File: src/rtl/fetch_stage.sv
// ---------------------------------------------------------------------------
// fetch_stage
//
// F stage of the five-stage MIPS pipeline. It owns the fetch PC, issues
// instruction-memory reads over a req/ack handshake, and drives the F/D
// pipeline register for the decode stage. When an instruction comes back
// while the pipeline is stalled, a one-entry hold buffer keeps it. It is
// then delivered once the stall clears, without re-fetching the same PC.
//
// Optional feature macro: FETCH_ADEL_EN
//   When defined, a misaligned or out-of-range fetch PC is not requested.
//   It completes at once with instruction 0 and D_excode = 4 (AdEL).
//   When undefined, every PC is requested and D_excode stays 0.
//
// Parameters:
//   RESET_PC  first fetch address after reset
//   IM_BASE   lowest legal instruction address (AdEL check only)
//   IM_WORDS  instruction memory size in words (AdEL check only)
//
// Ports:
//   clk          clock; all state changes on the rising edge
//   reset        asynchronous, active-low reset
//   npc_pc       next fetch address computed by the NPC from F_pc
//   stall        hazard stall; hold F_pc and the F/D register
//   flush_d      load a bubble into the F/D register
//   F_pc         current fetch PC
//   im_req       instruction read request
//   im_addr      instruction read address (same as F_pc)
//   im_ack       read data valid; may arrive in the same cycle as im_req
//   im_rdata     instruction word, valid with im_ack
//   fetch_busy   a fetch is outstanding
//   D_pc         F/D register: PC
//   D_instr      F/D register: instruction
//   D_valid      F/D register: valid
//   D_excode     F/D register: fetch exception code
// ---------------------------------------------------------------------------
module fetch_stage #(
  parameter logic [31:0] RESET_PC = 32'h0000_3000,
  parameter logic [31:0] IM_BASE  = 32'h0000_3000,
  parameter int          IM_WORDS = 4096
) (
  input  logic        clk,
  input  logic        reset,
  input  logic [31:0] npc_pc,
  input  logic        stall,
  input  logic        flush_d,
  output logic [31:0] F_pc,
  output logic        im_req,
  output logic [31:0] im_addr,
  input  logic        im_ack,
  input  logic [31:0] im_rdata,
  output logic        fetch_busy,
  output logic [31:0] D_pc,
  output logic [31:0] D_instr,
  output logic        D_valid,
  output logic [4:0]  D_excode
);

  localparam logic [0:0] ST_REQ  = 1'b0;
  localparam logic [0:0] ST_HOLD = 1'b1;

  localparam logic [4:0] EXC_NONE = 5'd0;
  localparam logic [4:0] EXC_ADEL = 5'd4;

`ifdef FETCH_ADEL_EN
  localparam logic ADEL_EN = 1'b1;
`else
  localparam logic ADEL_EN = 1'b0;
`endif

  // One past the last legal instruction byte. It is 33 bits wide so the
  // range test cannot wrap.
  localparam logic [32:0] IM_END = {1'b0, IM_BASE} + (33'(IM_WORDS) << 2);

  logic [0:0]  state_q,      state_d;
  logic [31:0] f_pc_q,       f_pc_d;
  logic [31:0] d_pc_q,       d_pc_d;
  logic [31:0] d_instr_q,    d_instr_d;
  logic        d_valid_q,    d_valid_d;
  logic [4:0]  d_excode_q,   d_excode_d;
  logic [31:0] hold_pc_q,    hold_pc_d;
  logic [31:0] hold_instr_q, hold_instr_d;
  logic [4:0]  hold_exc_q,   hold_exc_d;

  logic        pc_bad;
  logic        ack_eff;
  logic [31:0] data_eff;
  logic [4:0]  exc_eff;
  logic        load;
  logic [31:0] ld_pc;
  logic [31:0] ld_instr;
  logic [4:0]  ld_exc;

  // The range check is always built. In the default build it is masked off
  // by ADEL_EN, so it folds away.
  always_comb begin
    pc_bad = ADEL_EN &&
             ((f_pc_q[1:0] != 2'b00) ||
              (f_pc_q < IM_BASE) ||
              ({1'b0, f_pc_q} >= IM_END));
  end

  // An illegal PC behaves exactly like a completed read that returned 0.
  always_comb begin
    ack_eff  = pc_bad || im_ack;
    data_eff = pc_bad ? 32'd0 : im_rdata;
    exc_eff  = pc_bad ? EXC_ADEL : EXC_NONE;
  end

  always_comb begin
    state_d      = state_q;
    f_pc_d       = f_pc_q;
    hold_pc_d    = hold_pc_q;
    hold_instr_d = hold_instr_q;
    hold_exc_d   = hold_exc_q;
    load         = 1'b0;
    ld_pc        = d_pc_q;
    ld_instr     = d_instr_q;
    ld_exc       = d_excode_q;

    case (state_q)
      ST_REQ: begin
        if (ack_eff) begin
          if (!stall) begin
            load     = 1'b1;
            ld_pc    = f_pc_q;
            ld_instr = data_eff;
            ld_exc   = exc_eff;
            f_pc_d   = npc_pc;
          end else begin
            // Park the word so the PC is not fetched again after the stall.
            hold_pc_d    = f_pc_q;
            hold_instr_d = data_eff;
            hold_exc_d   = exc_eff;
            state_d      = ST_HOLD;
          end
        end
      end
      default: begin
        if (!stall) begin
          load     = 1'b1;
          ld_pc    = hold_pc_q;
          ld_instr = hold_instr_q;
          ld_exc   = hold_exc_q;
          f_pc_d   = npc_pc;
          state_d  = ST_REQ;
        end
      end
    endcase
  end

  // F/D register. A flush turns this cycle's content into a bubble, but the
  // PC still advances as usual. A stall overrides the flush.
  always_comb begin
    d_pc_d     = d_pc_q;
    d_instr_d  = d_instr_q;
    d_valid_d  = d_valid_q;
    d_excode_d = d_excode_q;
    if (!stall) begin
      if (load) begin
        d_pc_d     = ld_pc;
        d_instr_d  = ld_instr;
        d_valid_d  = 1'b1;
        d_excode_d = ld_exc;
      end
      if (flush_d) begin
        d_instr_d  = 32'd0;
        d_valid_d  = 1'b0;
        d_excode_d = EXC_NONE;
      end
    end
  end

  always_ff @(posedge clk or negedge reset) begin
    if (!reset) begin
      state_q      <= ST_REQ;
      f_pc_q       <= RESET_PC;
      d_pc_q       <= 32'd0;
      d_instr_q    <= 32'd0;
      d_valid_q    <= 1'b0;
      d_excode_q   <= EXC_NONE;
      hold_pc_q    <= 32'd0;
      hold_instr_q <= 32'd0;
      hold_exc_q   <= EXC_NONE;
    end else begin
      state_q      <= state_d;
      f_pc_q       <= f_pc_d;
      d_pc_q       <= d_pc_d;
      d_instr_q    <= d_instr_d;
      d_valid_q    <= d_valid_d;
      d_excode_q   <= d_excode_d;
      hold_pc_q    <= hold_pc_d;
      hold_instr_q <= hold_instr_d;
      hold_exc_q   <= hold_exc_d;
    end
  end

  assign F_pc       = f_pc_q;
  assign im_addr    = f_pc_q;
  assign im_req     = (state_q == ST_REQ) && !pc_bad;
  assign fetch_busy = (state_q == ST_REQ) && !ack_eff;
  assign D_pc       = d_pc_q;
  assign D_instr    = d_instr_q;
  assign D_valid    = d_valid_q;
  assign D_excode   = d_excode_q;

endmodule
File: config.mk
export PLATFORM = sky130hd
export DESIGN_NAME = fetch_stage
export DESIGN_NICKNAME = d
export VERILOG_FILES = /design/src/rtl/fetch_stage.sv
export SDC_FILE = /design/constraint.sdc
export NUM_CORES = 1
export LEC_CHECK = 0
export ABC_AREA = 0
export ABC_CLOCK_PERIOD_IN_PS = 2500
export CAP_MARGIN = 20
export CELL_PAD_IN_SITES_DETAIL_PLACEMENT = 1
export CELL_PAD_IN_SITES_GLOBAL_PLACEMENT = 1
export CORE_MARGIN = 10
export CORE_UTILIZATION = 40
export CTS_CLUSTER_SIZE = 8
export DETAILED_ROUTE_END_ITERATION = 6
export PLACE_DENSITY = 0.95
export SETUP_SLACK_MARGIN = 0.15
export SLEW_MARGIN = 0
export SYNTH_ARGS = -nofsm -noshare
export SYNTH_HDL_FRONTEND = slang
export SYNTH_SLANG_ARGS = --single-unit
export TNS_END_PERCENT = 10
File: constraint.sdc
create_clock -name clk -period 2.5 [get_ports clk]
set_input_delay 0.375 -clock clk [delete_from_list [all_inputs] [get_ports clk]]
set_output_delay 0.375 -clock clk [all_outputs]
set_load 0.02 [all_outputs]
==> impl_metrics.env, run 1 <==
export IMPL_grt_setup_unrepaired="false"
export IMPL_yosys_register_bits=162
export IMPL_worst_hold_slack_after_final_layout_ps=463
export IMPL_setup_viol=0
export IMPL_critPathArrivalTime_ps=1810
export IMPL_cts_root_buffer="sky130_fd_sc_hd__clkbuf_16"
export IMPL_startpoint_type="register"
export IMPL_regToRegStartpoint="state_q"
export IMPL_clk_pin_slew_ps=70
export IMPL_dr_total_vias=4576
export IMPL_timing_critical_path_required_ps=2120
export IMPL_final_fill_count=1626
export IMPL_gr_total_overflow=0
export IMPL_cts_buffer_count=17
export IMPL_crit_path_end="fetch_busy"
export IMPL_period_needed_ps=2180
export IMPL_end_of_flow_core_utilization_pct=56.5
export IMPL_number_of_buffers_on_the_longest_clock_path=2
export IMPL_routed_wirelength_um=20200
export IMPL_fraction_of_synthesized_cell_area_taken_by_the_top_area_cell_type_pct=58.5
export IMPL_antennaDiodeCount=0
export IMPL_postCtsSetupRepairBufs=0
export IMPL_worst_pin_slew_ps=501
export IMPL_slew_viol_final=0
export IMPL_synth_warnings=0
export IMPL_fin_setup_tns_ps=0
export IMPL_tritoncts_clock_tree="yes"
export IMPL_post_synth_top_area_cell="sky130_fd_sc_hd__dfrtp_1"
export IMPL_max_cap_violations=0
export IMPL_critPathCaptureType="output pin"
export IMPL_initialDrtViolationCount=138
export IMPL_cts_hold_buffers_added=1
export IMPL_outcome="completed"
export IMPL_r2r_end="D_pc[25]"
export IMPL_hold_violations=0
export IMPL_timing_fmax_ghz=0.458
export IMPL_crit_path_max_fanout=4
export IMPL_post_route_cells_drive_above_1_share_pct=12.2
export IMPL_final_setup_worst_slack_ps=319
export IMPL_antenna_found_initial=0
export IMPL_fp_dieW_um=151
export IMPL_detail_route_drc_violations=0
export IMPL_max_slew_margin_rel_pct=66.6
export IMPL_all_layer_gr_usage_pct=17.9
export IMPL_postCtsResizedCells=0
export IMPL_dp_slack_ps=126
export IMPL_ir_worst_vdd_mv=0.490
export IMPL_initial_core_util_pct=41.0
export IMPL_routed_via_density=5.12
export IMPL_ys_seq_area_share_pct=59.2
export IMPL_clkLatencyLatePin_ps=430
export IMPL_synth_cells=495
export IMPL_floorplan_core_area_um2=16700
export IMPL_p_leak_nw=3.98
export IMPL_drt_pre_antenna_iters=6
export IMPL_antenna_violating_nets_post_route=0
export IMPL_layout_worst_path_cycle_share_pct=87.2
export IMPL_finClkSkew_ps=9.83
export IMPL_r2r_worst_path_depth=5
export IMPL_syn_area_um2=6850
export IMPL_ys_types=21
export IMPL_routabilityCongestion=0.750
export IMPL_totalPowerFinal_mw=8.13
export IMPL_port_buffers=199
export IMPL_vias_in_the_first_global_route=5392
export IMPL_wire_per_inst_um=22.6
export IMPL_clock_sinks=162
export IMPL_average_size_of_a_mapped_cell_um2=13.8
export IMPL_row_count=47
export IMPL_crit_start="state_q"
export IMPL_boundaryPins=205
export IMPL_area_delta_synth_final_pct=37.8
export IMPL_final_net_count=729
export IMPL_die_h_um=151
export IMPL_htree_levels=4
export IMPL_global_route_wire_length_before_repair_um=31400
export IMPL_synth_top_cells_by_area="sky130_fd_sc_hd__dfrtp_1, sky130_fd_sc_hd__mux2_1, sky130_fd_sc_hd__mux2i_1"
export IMPL_p_per_area_nw_per_um2=862
export IMPL_hold_class="in2async"
export IMPL_dieArea_um2=22700
export IMPL_worst_setup_path_type="reg2out"
export IMPL_post_dp_hpwl_um=13900
export IMPL_grt_start_max_net_pins=84
export IMPL_rrSetupSlack_ps=870
layout make-up:
class	count	area [um2]	share of cell area, %
tap	220	275	2.92
sequential	162	4060	43.0
inverter	3	11.3	0.119
timing repair buffer	208	2150	22.8
clock buffer	19	443	4.70
multi-input combinational	268	2370	25.1
clock inverter	13	126	1.34
cells in the mapped netlist (all sizes together):
| cell | count |
|---|---|
| nand3 | 1 |
| o21ai | 32 |
| nand2 | 32 |
| a21o | 1 |
| buf | 63 |
| o21bai | 1 |
| nor2 | 1 |
| clkbuf | 3 |
| conb | 1 |
| nor2b | 1 |
| o2bb2ai | 32 |
| dfstp | 2 |
| dfrtp | 160 |
| inv | 3 |
| nand2b | 1 |
| mux2 | 96 |
| a2bb2oi | 1 |
| mux2i | 64 |
cells in the final DEF (no fill, tap or decap):
cell / count
sky130_fd_sc_hd__clkinv_4: 3
sky130_fd_sc_hd__mux2_2: 36
sky130_fd_sc_hd__o2bb2ai_1: 32
sky130_fd_sc_hd__inv_6: 4
sky130_fd_sc_hd__dfstp_2: 2
sky130_fd_sc_hd__buf_6: 1
sky130_fd_sc_hd__bufinv_16: 1
sky130_fd_sc_hd__clkbuf_16: 17
sky130_fd_sc_hd__nand2_1: 32
sky130_fd_sc_hd__inv_1: 2
sky130_fd_sc_hd__mux2i_1: 64
sky130_fd_sc_hd__a21o_1: 1
sky130_fd_sc_hd__clkbuf_8: 1
sky130_fd_sc_hd__buf_16: 1
sky130_fd_sc_hd__a2bb2oi_1: 1
sky130_fd_sc_hd__nand2b_1: 1
sky130_fd_sc_hd__dfrtp_4: 1
sky130_fd_sc_hd__clkinv_2: 1
sky130_fd_sc_hd__inv_2: 1
sky130_fd_sc_hd__clkdlybuf4s50_1: 198
sky130_fd_sc_hd__buf_4: 2
sky130_fd_sc_hd__nor2_1: 1
sky130_fd_sc_hd__conb_1: 5
sky130_fd_sc_hd__clkbuf_1: 1
sky130_fd_sc_hd__nand3_4: 1
sky130_fd_sc_hd__o21bai_4: 1
sky130_fd_sc_hd__nor2b_1: 1
sky130_fd_sc_hd__clkinvlp_4: 4
sky130_fd_sc_hd__buf_12: 5
sky130_fd_sc_hd__dfrtp_1: 159
sky130_fd_sc_hd__dlygate4sd3_1: 1
sky130_fd_sc_hd__mux2_1: 60
sky130_fd_sc_hd__o21ai_0: 32
sequential cells by signal (all words and copies together), names as in the netlist:
signal,cells
D_instr,32
D_pc,32
F_pc,32
hold_instr_q,32
hold_pc_q,32
D_valid,1
state_q,1
power breakdown:
group | internal [mW] | switching, mW
combinational | 1.05 | 1.05
sequential | 3.13 | 0.389
clock | 1.41 | 1.10
worst max-delay path, stage by stage (launching register included):
cell and delay [ps]:
sky130_fd_sc_hd__dfrtp_4 520, sky130_fd_sc_hd__nor2_1 210, sky130_fd_sc_hd__clkdlybuf4s50_1 650
cells by family after synthesis:
logic type,Yosys count,share of synthesized area (%)
buf+inv,69,6.58
simple gates,36,2.14
mux,160,25.1
compound gates,67,6.83
flops,162,59.2
other cells,1,0.0548
how the worst min path moves through the flow:
stage / to / cells after the start / slack (ps)
3_3_place_gp: hold_pc_q[7] / 1 / 330
6_report: F_pc[30] / 2 / 460
5_1_grt: D_pc[12] / 2 / 510
2_1_floorplan: D_instr[0] / 0 / 80
3_5_place_dp: hold_pc_q[8] / 1 / 340
4_1_cts: F_pc[8] / 2 / 470
layer usage:
layer / vias up / GRT usage [%] / wire (um)
met4: 0 / 4.81 / 246
met2: 160 / 31.4 / 10600
li1: 2046 / - / -
met5: - / 0 / 0
met1: 2352 / 19.3 / 7530
met3: 18 / 7.64 / 1740
per-stage QoR:
stage          area (um2)  std cells
2_1_floorplan        6860        499
3_3_place_gp         8820        859
4_1_cts              9400        892
3_5_place_dp         8820        859
5_1_grt              9430        893
6_report             9430        893
No activity file was read; power rests on OpenSTA's default activity.
==> run 2, diff against run 1 <==
- CTS_CLUSTER_SIZE: 8 -> 40
==> results of run 2 <==
The final DEF is identical to that of run 1; final timing and power are the same.
